<file path="src/rtl/unidade_controle.sv">
// Multicycle control unit: latches the fetched instruction, decodes it and sequences the
// datapath enables through FETCH/DECODE/EXECUTE/MEM/WRITEBACK, counting retired instructions.
module unidade_controle (
    input  logic        clk,
    input  logic        reset,
    input  logic        start,
    input  logic [31:0] instru,
    output logic        load_en,
    output logic        store_en,
    output logic [1:0]  op_ula,
    output logic        operation_type,
    output logic        ula_entry,
    output logic        branch,
    output logic        sign,
    output logic        pc_en,
    output logic        busy,
    output logic        halted,
    output logic        illegal,
    output logic [15:0] instr_count
);

    typedef enum logic [2:0] {
        StIdle,
        StFetch,
        StDecode,
        StExecute,
        StMem,
        StWriteback,
        StHalt,
        StErro
    } state_t;

    localparam logic [6:0]  OpR    = 7'b0110011;
    localparam logic [6:0]  OpI    = 7'b0010011;
    localparam logic [6:0]  OpLd   = 7'b0000011;
    localparam logic [6:0]  OpSd   = 7'b0100011;
    localparam logic [6:0]  OpBr   = 7'b1100011;
    localparam logic [31:0] Ebreak = 32'h00100073;

    state_t      state_q, state_d;
    logic [31:0] ir_q, ir_d;
    logic [15:0] count_q, count_d;

    logic [6:0] opcode;
    logic [2:0] funct3;
    logic [6:0] funct7;
    logic       is_r, is_i, is_ld, is_sd, is_br, is_legal;
    logic [1:0] dec_op;
    logic       dec_sign, dec_entry, dec_optype;

    assign opcode = ir_q[6:0];
    assign funct3 = ir_q[14:12];
    assign funct7 = ir_q[31:25];

    // Instruction decode from the latched IR only.
    always_comb begin
        is_r = (opcode == OpR) &&
               (((funct7 == 7'b0000000) &&
                 ((funct3 == 3'b000) || (funct3 == 3'b010) || (funct3 == 3'b011))) ||
                ((funct7 == 7'b0100000) && (funct3 == 3'b000)));
        is_i = (opcode == OpI) &&
               ((funct3 == 3'b000) || (funct3 == 3'b010) || (funct3 == 3'b011));
        is_ld = (opcode == OpLd) && (funct3 == 3'b011);
        is_sd = (opcode == OpSd) && (funct3 == 3'b011);
        // Branch funct3 010/011 are unassigned.
        is_br = (opcode == OpBr) && (funct3[2:1] != 2'b01);
        is_legal = is_r || is_i || is_ld || is_sd || is_br;

        dec_op = 2'b00;
        if (is_r || is_i) begin
            if (funct3[1]) begin
                dec_op = 2'b10;
            end else if (is_r && funct7[5]) begin
                dec_op = 2'b01;
            end
        end
        if (is_br) begin
            dec_op = funct3[2] ? 2'b10 : 2'b11;
        end
        dec_sign   = ((is_r || is_i) && (funct3 == 3'b010)) ||
                     (is_br && funct3[2] && !funct3[1]);
        dec_entry  = is_r || is_br;
        dec_optype = !is_ld;
    end

    always_comb begin
        logic active;
        logic load_s;
        logic store_s;
        logic retire_s;

        state_d  = state_q;
        ir_d     = ir_q;
        count_d  = count_q;
        active   = 1'b0;
        load_s   = 1'b0;
        store_s  = 1'b0;
        retire_s = 1'b0;

        unique case (state_q)
            StIdle: begin
                if (start) begin
                    state_d = StFetch;
                end
            end
            StFetch: begin
                ir_d    = instru;
                state_d = StDecode;
            end
            StDecode: begin
                active = 1'b1;
                if (ir_q == Ebreak) begin
                    state_d = StHalt;
                end else if (!is_legal) begin
                    state_d = StErro;
                end else begin
                    state_d = StExecute;
                end
            end
            StExecute: begin
                active = 1'b1;
                if (is_br) begin
                    retire_s = 1'b1;
                    state_d  = StFetch;
                end else if (is_ld || is_sd) begin
                    state_d = StMem;
                end else begin
                    state_d = StWriteback;
                end
            end
            StMem: begin
                active = 1'b1;
                if (is_sd) begin
                    store_s  = 1'b1;
                    retire_s = 1'b1;
                    state_d  = StFetch;
                end else begin
                    state_d = StWriteback;
                end
            end
            StWriteback: begin
                active   = 1'b1;
                load_s   = 1'b1;
                retire_s = 1'b1;
                state_d  = StFetch;
            end
            StHalt, StErro: begin
                state_d = state_q;
            end
            default: begin
                state_d = StIdle;
            end
        endcase

        // A pending reset cancels any strobe due this cycle.
        load_en  = load_s && !reset;
        store_en = store_s && !reset;
        pc_en    = retire_s && !reset;

        if (retire_s) begin
            count_d = count_q + 16'd1;
        end

        op_ula         = active ? dec_op : 2'b00;
        sign           = active && dec_sign;
        ula_entry      = active && dec_entry;
        operation_type = active && dec_optype;
        branch         = active && is_br;

        busy    = (state_q != StIdle) && (state_q != StHalt) && (state_q != StErro);
        halted  = (state_q == StHalt);
        illegal = (state_q == StErro);
    end

    assign instr_count = count_q;

    always_ff @(posedge clk) begin
        if (reset) begin
            state_q <= StIdle;
            ir_q    <= 32'h0;
            count_q <= 16'h0;
        end else begin
            state_q <= state_d;
            ir_q    <= ir_d;
            count_q <= count_d;
        end
    end

endmodule

</file>
<file path="config.mk">
export PLATFORM = sky130hd
export DESIGN_NAME = unidade_controle
export DESIGN_NICKNAME = d
export VERILOG_FILES = /design/src/rtl/unidade_controle.sv
export SDC_FILE = /design/constraint.sdc
export NUM_CORES = 1
export LEC_CHECK = 0
export CORE_ASPECT_RATIO = 1.2
export CORE_MARGIN = 2
export CORE_UTILIZATION = 57
export CTS_BUF_LIST = sky130_fd_sc_hd__clkbuf_4 sky130_fd_sc_hd__clkbuf_8 sky130_fd_sc_hd__clkbuf_16
export DETAILED_ROUTE_END_ITERATION = 8
export DONT_BUFFER_PORTS = 1
export HOLD_SLACK_MARGIN = 0.12
export PLACE_DENSITY = 0.69
export SLEW_MARGIN = 20
export SYNTH_ARGS = -nofsm -noshare
export SYNTH_HDL_FRONTEND = slang
export SYNTH_SLANG_ARGS = --single-unit
</file>
<file path="constraint.sdc">
create_clock -name clk -period 2.3 [get_ports clk]
set_input_delay 0.69 -clock clk [delete_from_list [all_inputs] [get_ports clk]]
set_output_delay 0.69 -clock clk [all_outputs]
set_load 0.03 [all_outputs]
</file>
==> impl_metrics.tcl, run 1 <==
set metrics [dict create \
    global_route_wire_length_before_repair_um 9040 \
    track_usage 0.246 \
    layout.nets 359 \
    seq_area_frac_synth 0.432 \
    comb_power_share 0.220 \
    grt_max_degree 57 \
    numPlacedInstances 365 \
    tritoncts.num_buffers 5 \
    synth_area_leader_cell "sky130_fd_sc_hd__dfxtp_1" \
    final_cell_area_um2 2870 \
    avgViaCountPerCell 5.93 \
    drt_iter0_markers 164 \
    place_congestion 0.816 \
    finalClockSkew_ps 7.25 \
    floorplan.rows 25 \
    reg2reg_to "instr_count[6]" \
    ctsHtreeMaxLevel 2 \
    dieWidth_um 62.8 \
    critPathArrivalTime_ps 1780 \
    cp-end-kind "primary output" \
    drt_drc_violations_left 0 \
    rsz0062_at_grt "true" \
    outcome "finished, violations left" \
    synth_flop_cell "sky130_fd_sc_hd__dfxtp_1" \
    port-buffer-count 0 \
    worst-r2r-setup-slack_ps 20 \
    hold_critical_path_endpoint "instr_count[6]" \
    synth_warnings 0 \
    hold_start "reset" \
    antenna_cells_inserted 0 \
    total_leakage_power_nw 0.958 \
    synthesis.instances 307 \
    p_sw_frac 0.323 \
    portion_of_the_clock_cycle_consumed_by_the_worst_path_in_the_final_layout 1.07 \
    critPathKind "flop to primary output" \
    syn2layout_area_growth_pct 21.4 \
    net_count_synth 343 \
    clock_power_share 0.259 \
    grt_pass1_vias 2064 \
    finalMaxSlewViolations 0 \
    min_path_cells 1 \
    fillCellCount 340 \
    initial_core_util 0.594 \
    antenna_found_initial 0 \
    cp-start-kind "flop" \
    report.final.setup_viol 7 \
    synth.top_cells.by_count "sky130_fd_sc_hd__nand2_1 (74), sky130_fd_sc_hd__a21oi_1 (52), sky130_fd_sc_hd__dfxtp_1 (51), sky130_fd_sc_hd__clkbuf_1 (17), sky130_fd_sc_hd__nor2_1 (14)" \
    placeableCoreArea_um2 3970 \
    die_area_um2 4670 \
    slew_headroom 0.610 \
    ys_async_sr_fraction 0 \
    drt_pass1_iterations 4 \
    synthDominantCellAreaShare 0.432 \
    worst_setup_path_startpoint "ir_q[28]" \
    numClockSinks 51 \
    power_per_cell_area_nw_per_um2 702 \
    die-height_um 74.5 \
    achievable-frequency_mhz 405 \
    grt_overflow_total 0 \
    report.power.total_mw 2.01 \
    io_pins 63 \
    internal-power_mw 1.36 \
    p_switching_mw 0.650 \
    synth_most_common_cell "sky130_fd_sc_hd__nand2_1" \
    layoutNonFillerInstCount 378 \
    timing.final.hold_violations 0 \
    failed_checks "setup timing" \
    critical_path_peak_fanout 3 \
    worst_r2r_path_depth 7 \
    fraction_of_final_layout_cells_sized_beyond_drive_strength_1 0.235 \
    rr_startpoint "ir_q[3]" \
    ys_ff_latch 51 \
    cts.hold.buffers_added 0 \
    route.final.wire_length_um 5860 \
    hold_crit_path_type "primary input to flop" \
    routed_wire_length_per_instance_um 15.5 \
    clkTransAtPathRegs_ps 90 \
    dp_hpwl_um 3940 \
    synth_edf_count 0 \
    final_critical_path_setup_slack_ps -169 \
    cap_violations 0 \
    max-clock-path-buffers 2 \
    drtAntennaViolNets 0 \
    avgSynthCellArea_um2 7.69 \
    required_ps 1610 \
    vdd_drop_max_mv 0.625 \
    insertion_delay_ps 300 \
    cts_tree "built" \
    clk_root_buf "sky130_fd_sc_hd__clkbuf_8" \
    synth_top_cells_by_area "sky130_fd_sc_hd__dfxtp_1 (43%), sky130_fd_sc_hd__nand2_1 (12%), sky130_fd_sc_hd__a21oi_1 (11%)" \
    routed-via-count 2240 \
    synth.lib_cells_used.distinct 41 \
    seq_power_share 0.520 \
    layout_min_cycle_time_ps 2470 \
    synth.cell_area_um2 2360 \
    tightestPinTransition_ps 585 \
    placed_area_um2 2540 \
]
## layer usage
metal  vias to the layer above  GRT usage  wire length (µm)
met5                         -          0                 0
met4                         0      0.143               222
met3                        16     0.0590               320
met2                        61      0.425              2830
met1                      1029      0.282              2490
li1                       1134          -                 -
## cells by family after synthesis
family,Yosys count,share of synthesized area
AND/OR/NAND/NOR,155,0.335
AO/OA/AOI/OAI,72,0.170
flip-flops,51,0.432
buffers and inverters,24,0.0408
XOR/XNOR,2,0.00742
multiplexers,2,0.00901
adder cells (fa/ha/maj),1,0.00530
## registers in the layout (all words and copies together), names as in the netlist
| signal | flops |
|---|---|
| state_q | 3 |
| instr_count | 16 |
| ir_q | 32 |
## placed cells by master (no fill, tap or decap), types with 2 or more instances in the layout
master | netlist | routed
sky130_fd_sc_hd__or3_1 | 6 | 6
sky130_fd_sc_hd__nor2b_1 | 5 | 3
sky130_fd_sc_hd__nand2_1 | 74 | 74
sky130_fd_sc_hd__nor2_2 | 0 | 2
sky130_fd_sc_hd__buf_4 | 1 | 26
sky130_fd_sc_hd__nor3_2 | 0 | 3
sky130_fd_sc_hd__and4_1 | 3 | 3
sky130_fd_sc_hd__nand4_1 | 9 | 9
sky130_fd_sc_hd__nor3b_1 | 4 | 3
sky130_fd_sc_hd__nand2b_4 | 0 | 2
sky130_fd_sc_hd__o21ai_0 | 6 | 6
sky130_fd_sc_hd__or4_1 | 8 | 7
sky130_fd_sc_hd__nor2_4 | 0 | 2
sky130_fd_sc_hd__o31ai_1 | 7 | 7
sky130_fd_sc_hd__dfxtp_2 | 0 | 6
sky130_fd_sc_hd__buf_6 | 0 | 5
sky130_fd_sc_hd__nand3_1 | 7 | 6
sky130_fd_sc_hd__nor4b_1 | 3 | 2
sky130_fd_sc_hd__clkbuf_8 | 0 | 5
sky130_fd_sc_hd__a21oi_1 | 52 | 49
sky130_fd_sc_hd__inv_1 | 2 | 2
sky130_fd_sc_hd__nor2_1 | 14 | 10
sky130_fd_sc_hd__a31oi_1 | 2 | 2
sky130_fd_sc_hd__nor4_1 | 3 | 3
sky130_fd_sc_hd__dfxtp_1 | 51 | 42
sky130_fd_sc_hd__a21oi_2 | 0 | 2
sky130_fd_sc_hd__and3_1 | 4 | 3
sky130_fd_sc_hd__dfxtp_4 | 0 | 3
## power by group through the flow
| stage | clock, mW | combinational, mW | sequential (mW) |
|---|---|---|---|
| 4_1_cts | 0.529 | 0.412 | 1.04 |
| 2_1_floorplan | 0 | 0.326 | 1.02 |
| 5_1_grt | 0.555 | 0.487 | 1.06 |
| 6_report | 0.522 | 0.443 | 1.05 |
| 3_3_place_gp | 0 | 0.391 | 1.04 |
| 3_5_place_dp | 0 | 0.398 | 1.05 |
## critical path, cell delays in order, from the launching register on
cell and delay (ps):
sky130_fd_sc_hd__dfxtp_2 350, sky130_fd_sc_hd__nor4b_4 340, sky130_fd_sc_hd__a41oi_2 230, sky130_fd_sc_hd__nor2b_4 170, sky130_fd_sc_hd__nand2_1 70, sky130_fd_sc_hd__a21oi_1 140, sky130_fd_sc_hd__buf_4 180
## through the flow
step | utilization | hold slack, ps | setup WS (ps) | TNS [ps]
after floorplan | - | 432 | -176 | -176
after global placement | 0.641 | 437 | 112 | 0
after detailed placement | 0.641 | 443 | 39.5 | 0
after CTS | 0.682 | 434 | -133 | -485
after global routing | 0.721 | 430 | -258 | -1360
final | 0.721 | 442 | -169 | -792
## what timing repair did
action	in CTS	in global routing
pin swaps	2	8
resized for setup	17	28
endpoints found under the setup margin	7	9
buffers inserted	2	4
## cell type report
class	instances	area [µm²]	area share
clock buffers	6	76.3	0.0266
clock inverters	2	12.5	0.00437
inverters	2	7.51	0.00262
multi-input cells	232	1410	0.492
flip-flops and latches	51	1040	0.363
well taps	54	67.6	0.0236
repair buffers	31	251	0.0878
## worst max path at each step
stage | depth (start not counted) | endpoint | slack, ps
after global routing | 6 | op_ula[1] | -260
after CTS | 5 | op_ula[0] | -130
after global placement | 6 | op_ula[1] | 110
final | 6 | op_ula[1] | -170
after detailed placement | 4 | store_en | 40
after floorplan | 3 | store_en | -180
Note: power is estimated with default switching activity, not from simulation.
==> inputs of run 2 (changes only) <==
- CORE_UTILIZATION: 57 -> 48
- DONT_BUFFER_PORTS: 1 -> default
- PLACE_DENSITY: 0.69 -> 0.76
- SKIP_CTS_REPAIR_TIMING: default -> 1
==> impl_metrics.tcl, run 2 (synthesis gave the netlist of run 1 again) <==
set metrics [dict create \
    fillCellCount 375 \
    antenna_found_initial 0 \
    vdd_drop_max_mv 0.464 \
    drt_pass1_iterations 4 \
    slew_headroom 0.563 \
    dieWidth_um 68.0 \
    registers.top_by_ff_count "ir_q" \
    rsz0062_at_grt "true" \
    grt_overflow_total 0 \
    final_cell_area_um2 3430 \
    multi_input_comb_area_um2 1390 \
    placeableCoreArea_um2 4660 \
    finalClockSkew_ps 7.22 \
    ctsHtreeMaxLevel 2 \
    cts_tree "built" \
    critical_path_peak_fanout 3 \
    worst-r2r-setup-slack_ps 100 \
    fraction_of_final_layout_cells_sized_beyond_drive_strength_1 0.189 \
    avgViaCountPerCell 5.65 \
    report.final.setup_viol 8 \
    dp_hpwl_um 4350 \
    die_area_um2 5500 \
    layout_min_cycle_time_ps 2590 \
    numPlacedInstances 428 \
    global_route_wire_length_before_repair_um 9780 \
    finalMaxSlewViolations 0 \
    track_usage 0.230 \
    tritoncts.num_buffers 5 \
    io_pins 63 \
    route.final.wire_length_um 6250 \
    layout.nets 417 \
    drt_drc_violations_left 0 \
    placed_area_um2 3130 \
    cp-end-kind "primary output" \
    die-height_um 80.8 \
    drtAntennaViolNets 0 \
    register_area_um2 1030 \
    achievable-frequency_mhz 387 \
    routed_wire_length_per_instance_um 14.3 \
    largest_reg_flops 32 \
    syn2layout_area_growth_pct 45.1 \
    cp_slowest_cell "sky130_fd_sc_hd__o32a_1" \
    critical_path.most_common_cell "sky130_fd_sc_hd__buf_6" \
    timing.final.hold_violations 0 \
    clkTransAtPathRegs_ps 80 \
    hold-worst-slack_ps 456 \
    finalCoreUtilization 0.735 \
    clk_root_buf "sky130_fd_sc_hd__clkbuf_8" \
    numClockSinks 51 \
    required_ps 1610 \
    outcome "finished, violations left" \
    place_congestion 0.850 \
    critical_path.cell_chain "buf_6, and4bb_4, a31oi_2, o32a_1, nor2_2, buf_6" \
    mostFrequentLayoutCell "sky130_fd_sc_hd__nand2_1" \
    routed-via-count 2474 \
    grt_max_degree 34 \
    final_critical_path_setup_slack_ps -287 \
    floorplan.rows 27 \
    total_leakage_power_nw 1.23 \
    cap_violations 0 \
    commonest_non_fill_non_tap_cells_in_the_layout "sky130_fd_sc_hd__nand2_1 (73), sky130_fd_sc_hd__a21oi_1 (49), sky130_fd_sc_hd__clkdlybuf4s50_1 (48), sky130_fd_sc_hd__dfxtp_1 (46), sky130_fd_sc_hd__buf_4 (26)" \
    antenna_cells_inserted 0 \
    grt_pass1_vias 2167 \
    layoutNonFillerInstCount 438 \
    worst_path_largest_cell_delay_ps 380 \
    portion_of_the_clock_cycle_consumed_by_the_worst_path_in_the_final_layout 1.12 \
    cp-start-kind "flop" \
    initial_core_util 0.506 \
    report.power.total_mw 2.08 \
    insertion_delay_ps 310 \
    max-clock-path-buffers 2 \
    critPathKind "flop to primary output" \
    power_per_cell_area_nw_per_um2 607 \
    failed_checks "setup timing" \
    port-buffer-count 62 \
    tightestPinTransition_ps 653 \
    hold_crit_path_type "flop to flop" \
    critPathArrivalTime_ps 1900 \
    drt_iter0_markers 127 \
]
run 2: final timing paths:
path,from,end,cells past startpoint
worst min-delay path,ir_q[20],ir_q[20],2
worst max register to register,ir_q[3],instr_count[7],7
worst min register to register,ir_q[20],ir_q[20],2
worst max-delay path,ir_q[3],pc_en,6
run 2: routing by layer:
| metal | routed length [µm] | vias up | part of all wire | GRT usage |
|---|---|---|---|---|
| met5 | 0 | - | 0 | 0 |
| met4 | 68 | 0 | 0.011 | 0.0620 |
| met1 | 2570 | 1158 | 0.41 | 0.274 |
| met2 | 3310 | 75 | 0.53 | 0.411 |
| li1 | - | 1234 | - | - |
| met3 | 305 | 7 | 0.049 | 0.0485 |
run 2: power by group:
group | leakage (nW) | internal (mW) | total, mW | switching [mW]
clock network | 0.0361 | 0.202 | 0.483 | 0.281
registers | 0.417 | 0.963 | 1.03 | 0.0682
logic | 0.782 | 0.249 | 0.565 | 0.315
total | 1.23 | 1.41 | 2.08 | 0.664
run 2: stage by stage:
stage	TNS [ps]	setup WS [ps]
after global routing	-1940	-392
after floorplan	-176	-176
after detailed placement	-225	-222
after global placement	-184	-183
after CTS	-2770	-561
final	-1310	-287
run 2: area by class of cell:
type	instances	area share
clock inverters	1	0.00219
flip-flops and latches	51	0.300
repair buffers	89	0.248
clock buffers	5	0.0201
multi-input cells	232	0.406
inverters	2	0.00219
well taps	58	0.0212
run 2: critical path, delay by kind of cell (launching register included):
kind            cells  cell delay (ps)
simple gates        2              520
compound gates      2              480
flops               1              340
buf+inv             2              260
